<file path="src/rtl/bit_filler_pkg.sv">
// Shared types and constants for the bit filler: FSM state encoding and default word width.
package bit_filler_pkg;

    localparam int WIDTH_DEFAULT = 8;

    typedef enum logic [1:0] {
        S_IDLE = 2'd0,
        S_FILL = 2'd1,
        S_DONE = 2'd2
    } state_t;

endpackage

</file>
<file path="src/rtl/bit_filler_ctrl.sv">
// Control FSM for the bit filler: sequences load, shift-in and completion handshake.
module bit_filler_ctrl
    import bit_filler_pkg::*;
(
    input  logic clk,
    input  logic reset,
    input  logic s,
    input  logic cnt_eq_0,
    output logic Load,
    output logic Shift_In,
    output logic Done,
    output logic busy
);

    state_t ps_r;
    state_t ns_s;
    logic   done_r;
    logic   busy_r;

    // Next-state decode; a fill always runs to completion regardless of s.
    always_comb begin
        ns_s = ps_r;
        case (ps_r)
            S_IDLE: begin
                if (s) ns_s = S_FILL;
                else   ns_s = S_IDLE;
            end
            S_FILL: begin
                if (cnt_eq_0) ns_s = S_DONE;
                else          ns_s = S_FILL;
            end
            S_DONE: begin
                if (s) ns_s = S_DONE;
                else   ns_s = S_IDLE;
            end
            default: ns_s = S_IDLE;
        endcase
    end

    // Datapath strobes: load only while idle with s low, shift only while ones remain.
    always_comb begin
        Load     = 1'b0;
        Shift_In = 1'b0;
        if (ps_r == S_IDLE) begin
            Load = ~s;
        end else if (ps_r == S_FILL) begin
            Shift_In = ~cnt_eq_0;
        end else begin
            Load     = 1'b0;
            Shift_In = 1'b0;
        end
    end

    // State register; status flops track the next state so they equal the state decode.
    always_ff @(posedge clk or negedge reset) begin
        if (!reset) begin
            ps_r   <= S_IDLE;
            done_r <= 1'b0;
            busy_r <= 1'b0;
        end else begin
            ps_r   <= ns_s;
            done_r <= (ns_s == S_DONE);
            busy_r <= (ns_s == S_FILL);
        end
    end

    assign Done = done_r;
    assign busy = busy_r;

endmodule

</file>
<file path="src/rtl/bit_filler.sv">
// Bit filler top: turns a requested count into a word of that many LSB-justified ones.
module bit_filler
    import bit_filler_pkg::*;
#(
    parameter int WIDTH = WIDTH_DEFAULT,
    parameter int CW    = $clog2(WIDTH + 1) + 1
) (
    input  logic             clk,
    input  logic             reset,
    input  logic             s,
    input  logic [CW-1:0]    count_in,
    output logic [WIDTH-1:0] word_out,
    output logic             Done,
    output logic             busy
);

    localparam logic [CW-1:0] WIDTH_CW = CW'(WIDTH);

    logic [CW-1:0]    cnt_r;
    logic [CW-1:0]    cnt_sat_s;
    logic [WIDTH-1:0] word_r;
    logic             cnt_eq_0_s;
    logic             load_s;
    logic             shift_s;

    // Requests beyond the word width saturate to an all-ones word.
    always_comb begin
        cnt_sat_s = count_in;
        if (count_in > WIDTH_CW) cnt_sat_s = WIDTH_CW;
        else                     cnt_sat_s = count_in;
    end

    assign cnt_eq_0_s = (cnt_r == {CW{1'b0}});

    bit_filler_ctrl u_ctrl (
        .clk      (clk),
        .reset    (reset),
        .s        (s),
        .cnt_eq_0 (cnt_eq_0_s),
        .Load     (load_s),
        .Shift_In (shift_s),
        .Done     (Done),
        .busy     (busy)
    );

    // Word and remaining-count registers; shift never runs with cnt at zero.
    always_ff @(posedge clk or negedge reset) begin
        if (!reset) begin
            cnt_r  <= {CW{1'b0}};
            word_r <= {WIDTH{1'b0}};
        end else if (load_s) begin
            cnt_r  <= cnt_sat_s;
            word_r <= {WIDTH{1'b0}};
        end else if (shift_s) begin
            cnt_r  <= cnt_r - CW'(1);
            word_r <= {word_r[WIDTH-2:0], 1'b1};
        end else begin
            cnt_r  <= cnt_r;
            word_r <= word_r;
        end
    end

    assign word_out = word_r;

endmodule

</file>
<file path="config.mk">
export PLATFORM = sky130hd
export DESIGN_NAME = bit_filler
export DESIGN_NICKNAME = d
export VERILOG_FILES = /design/src/rtl/bit_filler_pkg.sv /design/src/rtl/bit_filler_ctrl.sv /design/src/rtl/bit_filler.sv
export SDC_FILE = /design/constraint.sdc
export NUM_CORES = 1
export LEC_CHECK = 0
export CAP_MARGIN = 15
export CORE_ASPECT_RATIO = 0.6
export CORE_MARGIN = 1
export CORE_UTILIZATION = 30
export DETAILED_ROUTE_END_ITERATION = 16
export GPL_ROUTABILITY_DRIVEN = 0
export GPL_TIMING_DRIVEN = 0
export HOLD_SLACK_MARGIN = 0.03
export SLEW_MARGIN = 20
export SYNTH_ARGS = -nofsm -noshare
export SYNTH_HDL_FRONTEND = slang
export SYNTH_SLANG_ARGS = --single-unit
</file>
<file path="constraint.sdc">
create_clock -name clk -period 1.85 [get_ports clk]
set_clock_uncertainty 0.05 [all_clocks]
set_input_delay 0.185 -clock clk [delete_from_list [all_inputs] [get_ports clk]]
set_output_delay 0.185 -clock clk [all_outputs]
set_load 0.01 [all_outputs]
</file>
# Yosys cells after proc, flatten, opt, wreduce, memory -nomap -nowiden
# Index checks and enable logic that the tools add are counted.
[totals] output_inout_bits=10 elab_cells=28 input_bits=8 ff_bits=17
[op_classes] add_sub_neg=1 n_lt_le_gt_ge=1 eq_ne=4 n_reduce_logical=3 muxes=12 bitwise_logic=2
[ops] operator="8-bit 2-to-1 mux" count=2
[ops] operator="5-bit 2-to-1 mux" count=3
[ops] operator="2-bit one-hot mux with 3 select lines" count=1
[ops] operator="5-bit by 4-bit > comparator with 1-bit output (second input constant)" count=1
[ops] operator="5-bit logical NOT" count=1
[ops] operator="5-bit by 1-bit subtractor with 5-bit output (second input constant)" count=1
[ops] operator="2-bit by 1-bit equality test with 1-bit output (second input constant)" count=2
[ops] operator="2-bit equality test (second input constant)" count=2
[ops] operator="1-bit 2-to-1 mux" count=4
[ops] operator="2-bit 2-to-1 mux" count=2
[ops] operator="2-bit logical NOT" count=1
[ops] operator="1-bit NOT" count=2
[ops] operator="2-bit nonzero test" count=1

# Longest topological paths before layout
# Gate-level depths: netlist of the first run.
[depth] word_depth=6 depth_mapped=6

# Hierarchy
# From an unflattened synthesis of the first run, not the netlist that was laid out.
[hier_totals] cells_unflattened=69 area_unflattened_um2=779.5
[by_module_without_submodules] module="bit_filler" instances=1 area_each_um2=618.1 cells_each=55
[by_module_without_submodules] module="bit_filler_ctrl" instances=1 area_each_um2=161.4 cells_each=14

# Least setup slack after synthesis of the first run
# No wires, ideal clock.
[synth_timing] path_type="flip-flop to flip-flop" from="register cnt_r[0]" to="register cnt_r[3]" n_path_buf=1 setup_slack_ns=0.206 path_stages_with_launch=7 required_time_ns=1.667 period_less_slack_ns=1.644 arrival_time_ns=1.461 setup_ns=0.133 path_cell_list="dfrtp_1 inv_1 ha_1 or4b_4 buf_2 o211ai_2 o211ai_1"
[synth_between] elab_chain_cells=5
[synth_rtl] item="start, declared" line_no="bit_filler.sv:19" rtl="logic [CW-1:0] cnt_r;"
[synth_rtl] item="start signal, assigned" line_no="bit_filler.sv:49" rtl="cnt_r <= {CW{1'b0}};"
[synth_rtl] item="start signal, assigned" line_no="bit_filler.sv:52" rtl="cnt_r <= cnt_sat_s;"
[synth_rtl] item="start signal, assigned" line_no="bit_filler.sv:55" rtl="cnt_r <= cnt_r - CW'(1);"
[synth_rtl] item="branches (longest 5 deep; another with 5-bit by 1-bit subtractor with 5-bit output)"
# Parallel ways; which one is timed is not known. The select of a mux whose other input is x is not followed.
# A chain may end at the register's enable or synchronous reset.

# Final worst setup path of the first run
[layout_timing] from="register cnt_r[0]" to="register word_r[1] (netlist: word_out[1])"
[layout_between] elab_chain_cells=5
[layout_rtl] item="5-bit logical NOT" line_no="bit_filler.sv:33" rtl="assign cnt_eq_0_s = (cnt_r == {CW{1'b0}});"
[layout_rtl] item="1-bit NOT" line_no="bit_filler_ctrl.sv:47" rtl="Shift_In = ~cnt_eq_0;"
[layout_rtl] item="1-bit 2-to-1 mux" line_no="bit_filler_ctrl.sv:46" rtl="end else if (ps_r == S_FILL) begin"
[layout_rtl] item="1-bit 2-to-1 mux" line_no="bit_filler_ctrl.sv:44" rtl="if (ps_r == S_IDLE) begin"
[layout_rtl] item="2-bit nonzero test (no line)"
[layout_rtl] item="end signal, assigned" line_no="bit_filler.sv:50" rtl="word_r <= {WIDTH{1'b0}};"
[layout_rtl] item="end signal, assigned" line_no="bit_filler.sv:53" rtl="word_r <= {WIDTH{1'b0}};"
[layout_rtl] item="end signal, assigned" line_no="bit_filler.sv:56" rtl="word_r <= {word_r[WIDTH-2:0], 1'b1};"
[layout_rtl] item="end, declared" line_no="bit_filler.sv:21" rtl="logic [WIDTH-1:0] word_r;"
# No other way between the ends.

==> flow_summary.ini, run 1 <==
[drt]
totalWireLength_um = 1820
wl_per_cell_um = 13.7
antenna_violating_nets_post_route = 0
drc = 0
avgViaCountPerCell = 5.18
routed-via-count = 689
firstDrtPassIters = 4
drt_iter0_drc = 52

[power_and_ir_drop]
power_frac_seq_pct = 36.5
power.static_leakage_nw = 0.441
clockPowerShare_pct = 15.3
power.share.combinational_pct = 48.3
max-vdd-ir-drop_uv = 519
cellPowerDensity_nw_per_um2 = 1750
internal_power_mw = 1.13
switching_fraction_of_total_power_pct = 39.3
net-switching-power_mw = 0.733

[worst_setup_path]
crit_path_end = word_out[1]
timing.critical_path.cells = inv_1, ha_2, or4b_4, buf_6, nand3_1, o21ai_0
r2r_end = word_out[1]
timing.critical_path.from_type = flip-flop
worstPathBufferInverterCount = 2
crit_type = reg2reg
cpMaxStageDelayCell = sky130_fd_sc_hd__or4b_4
timing.critical_path.max_delay_family = simple AND/OR/NAND/NOR gates
cpPeakStageDelay_ns = 0.50
worstSetupEndpointType = flip-flop
crit_path_max_fanout = 10
worstReg2RegStart = cnt_r[0]
r2r_worst_path_depth = 6
worst-endpoint-arrival_ns = 1.78
timing.reg2reg.setup_slack_ns = 0.13
worstSetupPathDepth = 6
crit_start = cnt_r[0]
cp.required_ns = 1.91

[run]
maxCapViolCount = 0

[logic_synthesis]
synth_sequential_area_ratio_pct = 53.4
yosys.cell_types.count = 27
ys_seq_elements = 17
largest_cells_by_area_after_synthesis = sky130_fd_sc_hd__dfrtp_1, sky130_fd_sc_hd__nand3_1, sky130_fd_sc_hd__o21ai_0, sky130_fd_sc_hd__a211oi_1, sky130_fd_sc_hd__nand2_1
synthesis.instances = 80
synth_top_cells_by_count = sky130_fd_sc_hd__dfrtp_1, sky130_fd_sc_hd__nand3_1, sky130_fd_sc_hd__nand2_1
top_ff_cell_synth = sky130_fd_sc_hd__dfrtp_1
synth.cell_area_um2 = 797
synth-edff-count = 0
yosysMostFrequentCell = sky130_fd_sc_hd__dfrtp_1
synthesis.nets = 89
synth_top_area_share_pct = 53.4
asyncSetResetFlopFracSynth_pct = 100
yosysTopAreaCell = sky130_fd_sc_hd__dfrtp_1
mean_post_synth_cell_area_um2 = 9.96
ys_warn_count = 0

[sta]
setup-violations-final = 0
unrepaired_setup_endpoints_after_global_routing = false
final_period_minus_worst_setup_slack_ns = 1.72
layout_setup_ws_ns = 0.127
timing.max_slew.rel_slack_pct = 48.1
setup_total_negative_slack_ns = 0
report.final.hold_viol_count = 0
worst_pin_slew_ns = 0.776
final_period_utilization_pct = 93.2
finalMaxSlewViolations = 0
max_clock_freq_mhz = 580

[clock_network]
cts_buffers = 3
worstSkewPairLatency_ns = 0.26
cts_max_path_buffers = 2
cts_sinks = 17
clock_root_buffer_master = sky130_fd_sc_hd__clkbuf_8
cts.hold.buffers_added = 0
path_clk_slew_ns = 0.07
cts-htree-levels = 1
tritoncts = built

[place]
detailedPlacementHpwl_um = 1260
placement.setup.worst_slack_ns = 0.0487
io_buffers = 17

[outcome]
run_status = complete, no violations

[floorplan]
die-width_um = 68.5
fp-row-count = 14
initial_utilization_pct = 31.8
fp.dieArea_um2 = 2870
core_area_um2 = 2500
top_level_ports = 18
die_height_um = 41.9

[grt]
grt_util_all_layers_pct = 14.7
grt_max_degree = 18
overflow = 0
global_route_wire_length_before_repair_um = 3000
first_global_vias = 634
number_of_antenna_violations_at_the_first_check_in_global_routing = 0

[min_path]
timing.hold.worst.class = in2async

[cells_and_area]
finish.net_count = 111
area_growth_pct = 33.4
drive_above_1_share_pct = 12.9
fillerInstances = 242
antenna_cells = 0
-- cells by family (layout without fill, tap and decap cells) --
logic type      count (synthesis)  in the layout  synth area share [%]
compound gates                 27             27                  22.4
fa+ha+maj                       1              1                  1.57
buf+inv                         7             28                  3.92
simple gates                   28             28                  18.7
flops                          17             17                  53.4
-- metal layers --
metal  vias to the layer above  GRT usage, %  wire length, um
met3                         2          6.59              113
li1                        336             -                -
met1                       328          21.9              978
met5                         -             0                0
met4                         0          3.75                8
met2                        23          18.8              718
-- stage by stage --
stage | utilization (%) | instance area [um^2] | total power, mW | std cells | hold slack (ns)
2_1_floorplan | - | 797 | 1.22 | 80 | -0.161
3_3_place_gp | 40.2 | 1010 | 1.55 | 129 | 0.442
3_5_place_dp | 40.2 | 1010 | 1.57 | 129 | 0.452
4_1_cts | 42.1 | 1050 | 1.86 | 133 | 0.366
5_1_grt | 42.5 | 1060 | 2.03 | 133 | 0.391
6_report | 42.5 | 1060 | 1.87 | 133 | 0.330
-- registers in the layout (all words and copies together) (netlist names) --
register,count
cnt_r,5
u_ctrl.Done,1
u_ctrl.busy,1
u_ctrl.ps_r,2
word_out,8
-- how the worst min path moves through the flow --
stage | end | depth (start not counted) | slack (ns)
final | word_out[6] | 1 | 0.33
after global routing | word_out[7] | 1 | 0.39
after CTS | word_out[6] | 1 | 0.37
after detailed placement | word_out[0] | 1 | 0.45
after global placement | word_out[0] | 1 | 0.44
after floorplan | cnt_r[0] | 0 | -0.16
-- cell type report --
| cell class | instances | area (um^2) | area share (%) |
|---|---|---|---|
| sequential | 17 | 427 | 40.1 |
| multi-input combinational | 56 | 343 | 32.2 |
| timing repair buffer | 17 | 170 | 16.0 |
| clock buffer | 3 | 41.3 | 3.88 |
| tap | 32 | 40.0 | 3.76 |
| buffer | 4 | 26.3 | 2.47 |
| inverter | 3 | 11.3 | 1.06 |
| clock inverter | 1 | 5.00 | 0.471 |
-- cell usage in the layout, fill, tap and decap left out --
cell type,netlist,layout
sky130_fd_sc_hd__a211oi_1,4,4
sky130_fd_sc_hd__a21o_1,2,2
sky130_fd_sc_hd__a21oi_1,3,3
sky130_fd_sc_hd__a31o_1,1,1
sky130_fd_sc_hd__a31oi_1,2,2
sky130_fd_sc_hd__buf_2,4,3
sky130_fd_sc_hd__buf_6,0,1
sky130_fd_sc_hd__clkbuf_8,0,3
sky130_fd_sc_hd__clkdlybuf4s50_1,0,17
sky130_fd_sc_hd__clkinv_2,0,1
sky130_fd_sc_hd__dfrtp_1,17,16
sky130_fd_sc_hd__dfrtp_2,0,1
sky130_fd_sc_hd__ha_2,0,1
sky130_fd_sc_hd__inv_1,3,3
sky130_fd_sc_hd__nand2_1,8,8
sky130_fd_sc_hd__nand2b_1,1,1
sky130_fd_sc_hd__nand3_1,9,9
sky130_fd_sc_hd__nor2_1,4,4
sky130_fd_sc_hd__nor2b_1,1,1
sky130_fd_sc_hd__nor3_1,1,1
sky130_fd_sc_hd__nor4_1,1,1
sky130_fd_sc_hd__nor4b_2,1,1
sky130_fd_sc_hd__o2111ai_1,1,1
sky130_fd_sc_hd__o211ai_1,1,1
sky130_fd_sc_hd__o211ai_2,1,1
sky130_fd_sc_hd__o21a_1,1,1
sky130_fd_sc_hd__o21ai_0,7,7
sky130_fd_sc_hd__o21ai_1,1,1
sky130_fd_sc_hd__o22ai_1,2,2
sky130_fd_sc_hd__o31a_1,1,1
sky130_fd_sc_hd__or3_1,1,1
sky130_fd_sc_hd__or4b_4,1,1
-- power groups by stage --
stage | Combinational, mW | Sequential [mW] | Clock [mW]
finish | 0.900 | 0.680 | 0.285
global route | 1.01 | 0.711 | 0.312
CTS | 0.889 | 0.679 | 0.293
detailed placement | 0.884 | 0.685 | 0
global placement | 0.870 | 0.678 | 0
floorplan | 0.523 | 0.700 | 0
-- repair_timing --
| action | 4_1_cts | 5_1_grt |
|---|---|---|
| resized for setup | 0 | 5 |
| endpoints found under the setup margin | 0 | 8 |
| buffers inserted | 0 | 0 |
Power figures use the tool's default switching activity.
==> inputs of run 2 (changes only) <==
--- a/config.mk
+++ b/config.mk
@@ -6,13 +6,13 @@
 export NUM_CORES = 1
 export LEC_CHECK = 0
 export CAP_MARGIN = 15
-export CORE_ASPECT_RATIO = 0.6
 export CORE_MARGIN = 1
 export CORE_UTILIZATION = 30
 export DETAILED_ROUTE_END_ITERATION = 16
 export GPL_ROUTABILITY_DRIVEN = 0
 export GPL_TIMING_DRIVEN = 0
 export HOLD_SLACK_MARGIN = 0.03
+export REMOVE_ABC_BUFFERS = 1
 export SLEW_MARGIN = 20
 export SYNTH_ARGS = -nofsm -noshare
 export SYNTH_HDL_FRONTEND = slang
==> run 2 against run 1 <==
Non-clock buffer count is 3 lower. Register-to-register slack worse by 0.05 ns. Sequential power is 2% higher. Maximum frequency is 2.7% lower. Die area is 0.23% lower. Setup slack worse by 0.048 ns. Largest power group unchanged. First-iteration DRC count is 69% lower. Critical path depth is 1 lower. Sequential share of layout area is 1.3 points higher.
==> flow_summary.ini, run 2 (synthesized netlist as in run 1, its figures left out) <==
[outcome]
run_status = complete, no violations

[worst_setup_path]
crit_path_max_fanout = 12
worst-endpoint-arrival_ns = 1.90
cpMostUsedCell = sky130_fd_sc_hd__a211oi_1
cp.required_ns = 1.98
cpPeakStageDelay_ns = 0.56
r2r_worst_path_depth = 5
r2r_end = cnt_r[0]
timing.critical_path.from_type = flip-flop
worstSetupEndpointType = flip-flop
worstReg2RegStart = cnt_r[0]
crit_start = cnt_r[0]
timing.critical_path.cells = inv_1, ha_2, or4b_4, a211oi_1, a211oi_1
timing.reg2reg.setup_slack_ns = 0.08
crit_type = reg2reg
cpMaxStageDelayCell = sky130_fd_sc_hd__or4b_4

[grt]
global_route_wire_length_before_repair_um = 2820
first_global_vias = 620
grt_max_degree = 18
grt_util_all_layers_pct = 14.4
overflow = 0
number_of_antenna_violations_at_the_first_check_in_global_routing = 0

[clock_network]
cts_max_path_buffers = 2
path_clk_slew_ns = 0.10
clock_root_buffer_master = sky130_fd_sc_hd__clkbuf_4
cts-htree-levels = 1
tritoncts = built
cts_buffers = 3
cts_sinks = 17
worstSkewPairLatency_ns = 0.30

[sta]
timing.max_slew.rel_slack_pct = 50.0
setup_total_negative_slack_ns = 0
final_period_utilization_pct = 95.8
timing.hold.ws_ns = 0.271
max_clock_freq_mhz = 564
setup-violations-final = 0
unrepaired_setup_endpoints_after_global_routing = false
layout_setup_ws_ns = 0.0785
finalMaxSlewViolations = 0
worst_pin_slew_ns = 0.748
report.final.hold_viol_count = 0
final_period_minus_worst_setup_slack_ns = 1.77

[cells_and_area]
most-common-layout-cells = sky130_fd_sc_hd__dfrtp_1, sky130_fd_sc_hd__clkdlybuf4s50_1, sky130_fd_sc_hd__nand3_1, sky130_fd_sc_hd__nand2_1, sky130_fd_sc_hd__o21ai_0
largest_reg_flops = 8
utilization_after_layout_pct = 41.1
finish.instance_area_um2 = 1030
area_growth_pct = 28.9
layout.cells.non_filler = 128
antenna_cells = 0
drive_above_1_share_pct = 11.2
finish.net_count = 108

[place]
detailedPlacementHpwl_um = 1140
placement.setup.worst_slack_ns = 0.0530
numPlacedInstances = 123
io_buffers = 17
placement.cell_area_um2 = 985

[drt]
firstDrtPassIters = 4
antenna_violating_nets_post_route = 0
drc = 0
avgViaCountPerCell = 5.38
totalWireLength_um = 1670
wl_per_cell_um = 13.1
drt_iter0_drc = 16
routed-via-count = 688

[min_path]
timing.hold.worst.class = in2async

[floorplan]
die-width_um = 53.5
die_height_um = 53.5
top_level_ports = 18
initial_utilization_pct = 31.9
fp.dieArea_um2 = 2870
fp-row-count = 18
core_area_um2 = 2500

[run]
maxCapViolCount = 0

[power_and_ir_drop]
post_layout_power_mw = 1.75
max-vdd-ir-drop_uv = 842
power.static_leakage_nw = 0.426
cellPowerDensity_nw_per_um2 = 1700
[run 2: changes by cell type in the layout (fill, tap and decap cells not counted)]
cell	delta
sky130_fd_sc_hd__clkbuf_4	+3
sky130_fd_sc_hd__dfrtp_2	-1
sky130_fd_sc_hd__nor2b_2	+1
sky130_fd_sc_hd__nor2_1	-1
sky130_fd_sc_hd__nor2_2	+1
sky130_fd_sc_hd__nor2b_1	-1
sky130_fd_sc_hd__dfrtp_1	+1
sky130_fd_sc_hd__buf_4	+1
sky130_fd_sc_hd__buf_6	-1
sky130_fd_sc_hd__clkbuf_8	-3
sky130_fd_sc_hd__buf_2	-3
[run 2: cell type report]
type | instances | area (um^2)
fillers | 256 | 1470
flip-flops and latches | 17 | 425
multi-input cells | 56 | 348
repair buffers | 18 | 178
well taps | 30 | 37.5
clock buffers | 3 | 22.5
inverters | 3 | 11.3
clock inverters | 1 | 5.00
[run 2: worst max path at each step]
stage / end / depth (start not counted) / slack [ns]
after detailed placement: cnt_r[0] / 5 / 0.05
after CTS: cnt_r[2] / 3 / 0.02
after floorplan: cnt_r[0] / 5 / 0.20
after global placement: cnt_r[0] / 3 / 0.07
after global routing: cnt_r[1] / 5 / 0.03
final: cnt_r[0] / 5 / 0.08
[run 2: per-layer routing]
| metal | part of all wire (%) | global-route usage [%] | vias to the layer above |
|---|---|---|---|
| met3 | 5.4 | 6.21 | 2 |
| met2 | 48 | 23.1 | 19 |
| met4 | 0.72 | 5.26 | 0 |
| met1 | 46 | 17.0 | 333 |
| li1 | - | - | 334 |
| met5 | 0 | 0 | - |
[run 2: power breakdown]
group / total [mW] / internal, mW / switching (mW)
clock: 0.201 / 0.0806 / 0.120
sequential: 0.691 / 0.533 / 0.158
combinational: 0.857 / 0.429 / 0.428
total: 1.75 / 1.04 / 0.706
[run 2: worst max-delay path: cells and delay by family, from the launching register on]
family	cells	cell delay, ns
buffers and inverters	1	0.08
flip-flops	1	0.43
AND/OR/NAND/NOR	1	0.56
adder cells (fa/ha/maj)	1	0.21
AO/OA/AOI/OAI	2	0.32
[run 2: timing repair]
action | 4_1_cts | 5_1_grt
setup endpoints to repair | 0 | 10
hold buffers | 0 | 0
gates resized for setup | 0 | 3
setup buffers | 0 | 1
